## config.mk

```make
export PLATFORM = sky130hd
export DESIGN_NAME = debounce
export DESIGN_NICKNAME = d
export VERILOG_FILES = /design/src/rtl/debounce.sv
export SDC_FILE = /design/constraint.sdc
export NUM_CORES = 1
export LEC_CHECK = 0
export CAP_MARGIN = 20
export CORE_MARGIN = 1.5
export CORE_UTILIZATION = 55
export CTS_BUF_LIST = sky130_fd_sc_hd__clkbuf_8
export DETAILED_ROUTE_END_ITERATION = 7
export HOLD_SLACK_MARGIN = 0.15
export PLACE_DENSITY = 0.73
export SKIP_CTS_REPAIR_TIMING = 1
export SYNTH_ARGS = -nofsm -noshare
export SYNTH_HDL_FRONTEND = slang
export SYNTH_SLANG_ARGS = --single-unit
```

## constraint.sdc

```tcl
create_clock -name clk_in -period 3.92 [get_ports clk_in]
set_clock_uncertainty 0.2 [all_clocks]
set_input_delay 0.784 -clock clk_in [delete_from_list [all_inputs] [get_ports clk_in]]
set_output_delay 0.784 -clock clk_in [all_outputs]
set_load 0.02 [all_outputs]
```

## src/rtl/debounce.sv

```systemverilog
`timescale 1ns / 1ps
// debounce: two-flop synchroniser followed by a saturating stability counter.
// A new input level reaches clean_out only after it has held unchanged for
// COUNT_MAX consecutive synchronised cycles. Any change restarts the timing.
module debounce #(
  parameter int CLK_PERIOD_NS    = 10,
  parameter int DEBOUNCE_TIME_MS = 5
) (
  input  logic clk_in,
  input  logic rst_in,
  input  logic bouncey_in,
  output logic clean_out
);

  // Stable-cycle threshold and the counter width needed to hold it.
  localparam int COUNT_MAX = DEBOUNCE_TIME_MS * 1_000_000 / CLK_PERIOD_NS;
  localparam int COUNT_W   = $clog2(COUNT_MAX + 1);

  localparam logic [COUNT_W-1:0] C_MAX  = COUNT_W'(COUNT_MAX);
  localparam logic [COUNT_W-1:0] C_LAST = COUNT_W'(COUNT_MAX - 1);
  localparam logic [COUNT_W-1:0] C_ONE  = COUNT_W'(1);

  // Synchroniser chain; r_prev is one cycle behind r_sync2 for change detection.
  logic               r_sync1;
  logic               r_sync2;
  logic               r_prev;

  // Stability counter and registered output.
  logic [COUNT_W-1:0] r_count;
  logic               r_clean;

  // Next-state values for the counter and output.
  logic [COUNT_W-1:0] w_count_next;
  logic               w_clean_next;
  logic               w_stable;

  // r_sync2 is the only place the raw input is consumed after synchronisation.
  assign w_stable = (r_sync2 == r_prev);

  // Synchronise the raw input and keep a one-cycle-delayed copy.
  // NOTE: all state uses non-blocking assignments so every flop samples the
  // pre-edge value of its source; blocking here would collapse the chain.
  // NOTE: reset is synchronous, so it is only seen at a rising clk_in edge.
  always_ff @(posedge clk_in) begin
    if (rst_in) begin
      r_sync1 <= 1'b0;
      r_sync2 <= 1'b0;
      r_prev  <= 1'b0;
    end else begin
      r_sync1 <= bouncey_in;
      r_sync2 <= r_sync1;
      r_prev  <= r_sync2;
    end
  end

  // Decide the next count and output: restart on change, count while stable,
  // publish the level on the last count, then saturate.
  // NOTE: every signal gets a default first so no path leaves it unassigned,
  // which would otherwise infer a latch.
  always_comb begin
    w_count_next = r_count;
    w_clean_next = r_clean;
    if (!w_stable) begin
      w_count_next = '0;
    end else if (r_count < C_LAST) begin
      w_count_next = r_count + C_ONE;
    end else if (r_count == C_LAST) begin
      // Re-qualifying the current level rewrites the same value: no glitch.
      w_count_next = C_MAX;
      w_clean_next = r_sync2;
    end
  end

  // Register the counter and the debounced level; reset discards any partial count.
  always_ff @(posedge clk_in) begin
    if (rst_in) begin
      r_count <= '0;
      r_clean <= 1'b0;
    end else begin
      r_count <= w_count_next;
      r_clean <= w_clean_next;
    end
  end

  assign clean_out = r_clean;

endmodule

```

# Yosys cells after proc, flatten, opt, wreduce, memory -nomap -nowiden

Index checks and enable logic that the tools add are counted.
Widths: inputs -> output; s select.

Muxes and demuxes: 2
Equality and inequality tests: 2
Add/sub/neg operators: 1
Bitwise operators: 2
Reductions and logical operators: 3
Order comparisons: 1

Operator list:

| operator              | number |
|---|---|
| $mux 19               | 2 |
| $add 19x1->19 const B | 1 |
| $eq 19x19->1 const B  | 1 |
| $lt 19x19->1 const B  | 1 |
| $reduce_and 3->1      | 1 |
| $not 1->1             | 2 |
| $reduce_bool 2->1     | 1 |
| $reduce_or 2->1       | 1 |
| $eq 1x1->1            | 1 |

Flip-flop bits (word level): 23
Word-level logic and storage cells: 16
Input port bits: 3

# Longest topological paths before layout

Gate-level depths: netlist of run 1.

Word-level depth: 3
Gate-level depth with buffers: 7

# Least setup slack after synthesis of run 1

OpenSTA, ideal clock, no wires.

Kind: reg2reg
Start: register r_count[4]
End: register r_count[16]
Data arrival time: 1.495 ns
Slack: 2.154 ns
Required time: 3.650 ns
Buffers on the path: 0
Library setup time: 0.070 ns
Period minus slack after synthesis: 1.766 ns
Cell stages (with the launch flop): 6
Cells stage by stage: dfxtp_1 -> and3_4 -> and4_1 -> o21a_1 -> or4_1 -> a21oi_1

Word-level cells in the longest chain between the ends: 2
Elaborated cells between the ends (all ways): 5
Classes of those cells: add/sub: 1; order compare: 1; eq/ne: 1; mux: 1; reduce/logical: 1

Ends and longest elaborated chain:

| element                                             | RTL line | source |
|---|---|---|
| start: declaration                                  | 29       | `logic [COUNT_W-1:0] r_count;` |
| start signal: assignment                            | 80       | `r_count <= w_count_next;` |
| $add 19x1->19 (tied with other cells)               | 66       | `w_count_next = r_count + C_ONE;` |
| $mux 19 / $reduce_bool 2->1 (equally long branches) | --       |  |

Several ways; a longest one is shown, not always the timed one.
A chain may end at the register's enable or synchronous reset.

# Final worst setup path of run 1

Start: register r_count[6]
End: register r_count[16]

Same word-level chain as after synthesis.

==> impl_metrics.tcl, run 1 <==
set metrics [dict create \
    dieArea_sq_um 2396 \
    critical_path_class "register to register" \
    core_area_sq_um 1982 \
    synth_edf_count 0 \
    rsz0062_at_grt "no" \
    regToRegStartpoint "r_count[6]" \
    fin_setup_tns_ps 0 \
    grt.total_usage_pct 21.76 \
    worstSetupStartpoint "r_count[6]" \
    die_h_um 48.95 \
    grt_max_degree 23 \
    vias_per_cell 6.240 \
    slew_viol_final 0 \
    cp_cell_sequence "nor3_1, o211ai_1, o21a_1, or4_1, a21oi_1" \
    cp.required_ps 3920 \
    layout_common_cells "23 x dfxtp_1, 15 x nand3_1, 10 x nor2_1, 10 x nand2_1" \
    p_per_area_nw_per_um2 328.0 \
    synthCells 140 \
    ir_worst_vdd_uv 309.9 \
    crit_path_end_kind "register" \
    drive_gt1_share_pct 7.639 \
    avgSynthCellArea_sq_um 8.294 \
    die_width_um 48.95 \
    cts_sinks 23 \
    ff2ff_path_depth 5 \
    tightest_slew_ps 706.3 \
    root_buffer "clkbuf_8" \
    clock_path_buffers 2 \
    wl_per_cell_um 14.45 \
    crit_end "r_count[16]" \
    postSynth.asyncResetShare_pct 0 \
    regArea_sq_um 460.4 \
    h-tree-depth 1 \
    cp_slowest_cell "or4_1" \
    slew-limit-headroom_pct 52.92 \
    drt_wl_total_um 2471 \
    multiInputGateArea_sq_um 653.1 \
    io_pins 4 \
    dr_total_vias 1067 \
    grt_pass1_wl_um 3960 \
    dp_cells 166 \
    syn_nets 144 \
    timing.max_cap.violations 0 \
    synth_cell_types 37 \
    min_path_type "register to register" \
    leakagePower_nw 0.3749 \
    fillers 174 \
    first_pass_iters 4 \
    grt_antenna_before_repair 0 \
    cp.arrival_ps 2250 \
    fmax_ghz 0.4457 \
    min_period_ps 2244 \
    gp_congestion 0.8454 \
    finalCritPeriodShare_pct 57.24 \
    status "complete, no violations" \
    synth_area_sq_um 1161 \
    hpwl_um 1690 \
    clk_latency_ps 270 \
    placed_area_sq_um 1204 \
    rows 16 \
    crit_fanout 22 \
    design_area_sq_um 1257 \
    drtIter0Drc 30 \
    route.detailed.drc 0 \
    final-setup-viol-count 0 \
    r2r_slack_ps 1680 \
    cts_buffers 3 \
    start_kind "register" \
    synth_seq_cells 23 \
    ys.flop_type "dfxtp_1" \
    yosysWarnings 0 \
    hold_viol 0 \
    n_antenna_cell 0 \
    final_common_cell "dfxtp_1" \
    stdcell_count 171 \
    cpPeakStageDelay_ps 590 \
    syn2layout_area_growth_pct 8.298 \
    r2r-end "r_count[16]" \
    fin_nets 149 \
    grt_pass1_vias 906 \
    cts_tree "built" \
    initial_core_util_pct 58.59 \
    clkSlewWorstSetupHoldPaths_ps 90 \
    synth_seq_area_share_pct 39.66 \
    overflow 0 \
    numPortBuffers 3 \
    drtAntennaViolNets 0 \
]
## sequential cells by signal, indices dropped and copies added (netlist names)
register,count
r_count,19
r_prev,1
clean_out,1
r_sync2,1
r_sync1,1
## cell families (layout without fill, tap and decap cells)
group                    after synthesis  after routing  synth area share, %
XOR/XNOR                               2              2                1.509
adder cells (fa/ha/maj)                1              1                1.077
buffers and inverters                 10             14                4.094
AO/OA/AOI/OAI                         32             32                17.78
AND/OR/NAND/NOR                       70             70                34.16
multiplexers                           2              2                1.724
flip-flops                            23             23                39.66
## cell usage after synthesis, types with 2 or more instances
| master | n | area [sq um] |
|---|---|---|
| dfxtp_1 | 23 | 460.4 |
| nand3_1 | 15 | 75.07 |
| nand2_1 | 10 | 37.54 |
| nor2_1 | 10 | 37.54 |
| a21oi_1 | 9 | 45.04 |
| or3_1 | 9 | 56.30 |
| nand4_1 | 7 | 43.79 |
| o21ai_0 | 6 | 30.03 |
| a31oi_1 | 5 | 31.28 |
| inv_1 | 5 | 18.77 |
| nor2b_1 | 3 | 18.77 |
| o31ai_1 | 3 | 22.52 |
| and3_1 | 2 | 12.51 |
| and4_1 | 2 | 17.52 |
| buf_2 | 2 | 10.01 |
| buf_4 | 2 | 15.01 |
| mux2i_1 | 2 | 20.02 |
| nand3b_1 | 2 | 15.01 |
| nor3_1 | 2 | 10.01 |
| o21a_1 | 2 | 15.01 |
| or4_1 | 2 | 15.01 |
| xnor2_1 | 2 | 17.52 |
## area by class of cell
| cell class | count | area share, % |
|---|---|---|
| Sequential cell | 23 | 36.62 |
| Inverter | 5 | 1.493 |
| Tap cell | 27 | 2.687 |
| Timing Repair Buffer | 5 | 3.383 |
| Clock buffer | 3 | 3.284 |
| Clock inverter | 1 | 0.5970 |
| Multi-Input combinational cell | 107 | 51.94 |
## metal layers
layer	GRT usage (%)	wire (um)	up-vias
met5	0	0	-
met2	35.16	1196	21
met3	6.748	113	7
met4	11.90	57	0
met1	25.68	1103	502
li1	-	-	537
## through the flow
stage                     utilization, %  setup slack [ps]  hold WS (ps)  power, mW
after detailed placement           60.73              1391         224.4     0.2639
after CTS                          63.19              1372         262.2     0.4165
after global routing               63.45              1559         276.5     0.4256
after global placement             60.73              1579         227.6     0.2633
after floorplan                        -              2155         213.8     0.2566
final                              63.45              1676         259.7     0.4125
## where the power goes
group | switching, mW | internal, mW | leakage (nW)
logic | 0.00873 | 0.00766 | 0.167
registers | 0.00492 | 0.237 | 0.186
clock network | 0.0819 | 0.0721 | 0.0217
total | 0.0956 | 0.317 | 0.375
## how the worst min path moves through the flow
stage,startpoint,end,slack [ps],depth (start not counted)
after floorplan,r_sync1,r_sync2,210,1
after global placement,r_sync1,r_sync2,230,1
after detailed placement,r_sync1,r_sync2,220,1
after CTS,r_sync1,r_sync2,260,1
after global routing,r_sync1,r_sync2,280,1
final,r_sync1,r_sync2,260,1
## worst max-delay path, delay by kind of cell, from the launching register on
kind | cells | cell delay, ps
simple gates | 2 | 850
flops | 1 | 370
compound gates | 3 | 750
Power figures use the tool's default switching activity.
==> inputs of run 2 (changes only) <==
==> constraint.sdc (replaced) <==
create_clock -name clk_in -period 2.3 [get_ports clk_in]
set_clock_uncertainty 0.2 [all_clocks]
set_input_delay 0.46 -clock clk_in [delete_from_list [all_inputs] [get_ports clk_in]]
set_output_delay 0.46 -clock clk_in [all_outputs]
set_load 0.02 [all_outputs]
==> run 2 against run 1 <==
  * Final cell count increased by 1.8%
  * Power increased by 67%
  * Clock power grew 60%
  * Die area unchanged
  * Largest cell class unchanged
  * Via count hardly changed
==> impl_metrics.tcl, run 2 (synthesis results as in run 1) <==
set metrics [dict create \
    rows 16 \
    numPortBuffers 3 \
    timing.max_cap.violations 0 \
    clkSlewWorstSetupHoldPaths_ps 80 \
    clk_latency_ps 260 \
    slew_viol_final 0 \
    top_layer_used "met4" \
    die_width_um 48.95 \
    cts_tree "built" \
    worstSetupStartpoint "r_count[6]" \
    n_antenna_cell 0 \
    cts_sinks 23 \
    met1_length_um 1126 \
    vias_per_cell 6.126 \
    root_buffer "clkbuf_8" \
    p_per_area_nw_per_um2 537.1 \
    grt_antenna_before_repair 0 \
    placed_area_sq_um 1234 \
    cp.arrival_ps 2160 \
    routed-wl-met2_um 1107 \
    grt.total_usage_pct 22.22 \
    min_period_ps 2168 \
    top_register "r_count" \
    status "complete, no violations" \
    grt_pass1_wl_um 4188 \
    total_power_uw 687.5 \
    grt_max_degree 18 \
    start_kind "register" \
    critPathTopFamily "simple AND/OR/NAND/NOR gates" \
    cpPeakStageDelay_ps 570 \
    crit_fanout 17 \
    cp_slowest_cell "or4_1" \
    ir_worst_vdd_uv 441.5 \
    min_path_type "register to register" \
    h-tree-depth 1 \
    crit_end "r_count[16]" \
    cp.required_ps 2290 \
    ff2ff_path_depth 5 \
    final_common_cell "dfxtp_1" \
    slew-limit-headroom_pct 44.22 \
    fin_setup_tns_ps 0 \
    gp_congestion 0.8456 \
    r2r-end "r_count[16]" \
    io_pins 4 \
    drtAntennaViolNets 0 \
    drt_wl_total_um 2354 \
    final-setup-viol-count 0 \
    multiInputGateArea_sq_um 653.1 \
    fmax_ghz 0.4613 \
    first_pass_iters 4 \
    leakagePower_nw 0.3957 \
    clock_path_buffers 2 \
    critical_path_class "register to register" \
    drtIter0Drc 15 \
    dieArea_sq_um 2396 \
    cp_num_buf_inv 0 \
    rsz0062_at_grt "no" \
    overflow 0 \
    dr_wl_met3_um 86 \
    regArea_sq_um 460.4 \
    core_area_sq_um 1982 \
    design_area_sq_um 1280 \
    grt_pass1_vias 983 \
    worstSetupPathDepth 5 \
    hpwl_um 1667 \
    drive_gt1_share_pct 9.524 \
    tightest_slew_ps 835.0 \
    route.detailed.drc 0 \
    fillers 164 \
    wl_per_cell_um 13.53 \
    r2r_slack_ps 130 \
    layout_common_cells "23 x dfxtp_1, 15 x nand3_1, 10 x nor2_1, 10 x nand2_1" \
    regToRegStartpoint "r_count[6]" \
    largest_register_ffs 19 \
    cp_cell_sequence "nor3_1, o211ai_1, o21a_1, or4_1, a21oi_1" \
    dr_total_vias 1066 \
    syn2layout_area_growth_pct 10.24 \
    cts_buffers 3 \
    die_h_um 48.95 \
    crit_path_end_kind "register" \
    finalCritPeriodShare_pct 94.24 \
    hold_viol 0 \
    initial_core_util_pct 58.59 \
    fin_nets 152 \
]
-- run 2: layout make-up --
class	instances	area share, %
inverters	5	1.466
multi-input cells	107	51.03
clock buffers	3	3.226
clock inverters	1	0.3910
repair buffers	8	5.279
flip-flops and latches	23	35.97
well taps	27	2.639
-- run 2: through the flow --
stage / hold slack (ps) / util (%) / std cells / setup WS (ps)
after floorplan: 213.8 / - / 140 / 534.5
after global placement: 226.9 / 62.25 / 170 / 191.3
after detailed placement: 251.6 / 62.25 / 170 / 179.5
after CTS: 264.4 / 64.58 / 174 / 161.6
after global routing: 267.1 / 64.58 / 174 / 11.89
final: 258.0 / 64.58 / 174 / 132.4
-- run 2: power breakdown --
part | total [mW] | internal, mW | switching (mW)
clock | 0.246 | 0.121 | 0.126
combinational | 0.0284 | 0.0134 | 0.0150
sequential | 0.413 | 0.404 | 0.00861
total | 0.688 | 0.538 | 0.149
-- run 2: worst min path at each step --
stage	endpoint	depth (start not counted)	from	slack (ps)
floorplan	r_sync2	1	r_sync1	210
CTS	r_sync2	1	r_sync1	260
global placement	r_sync2	1	r_sync1	230
global route	r_sync2	1	r_sync1	270
detailed placement	r_sync2	1	r_sync1	250
finish	r_sync2	1	r_sync1	260
-- run 2: layer usage --
metal,vias up,track usage (%)
met3,4,2.761
met1,501,30.16
met4,0,8.571
met5,-,0
met2,18,36.07
li1,543,-
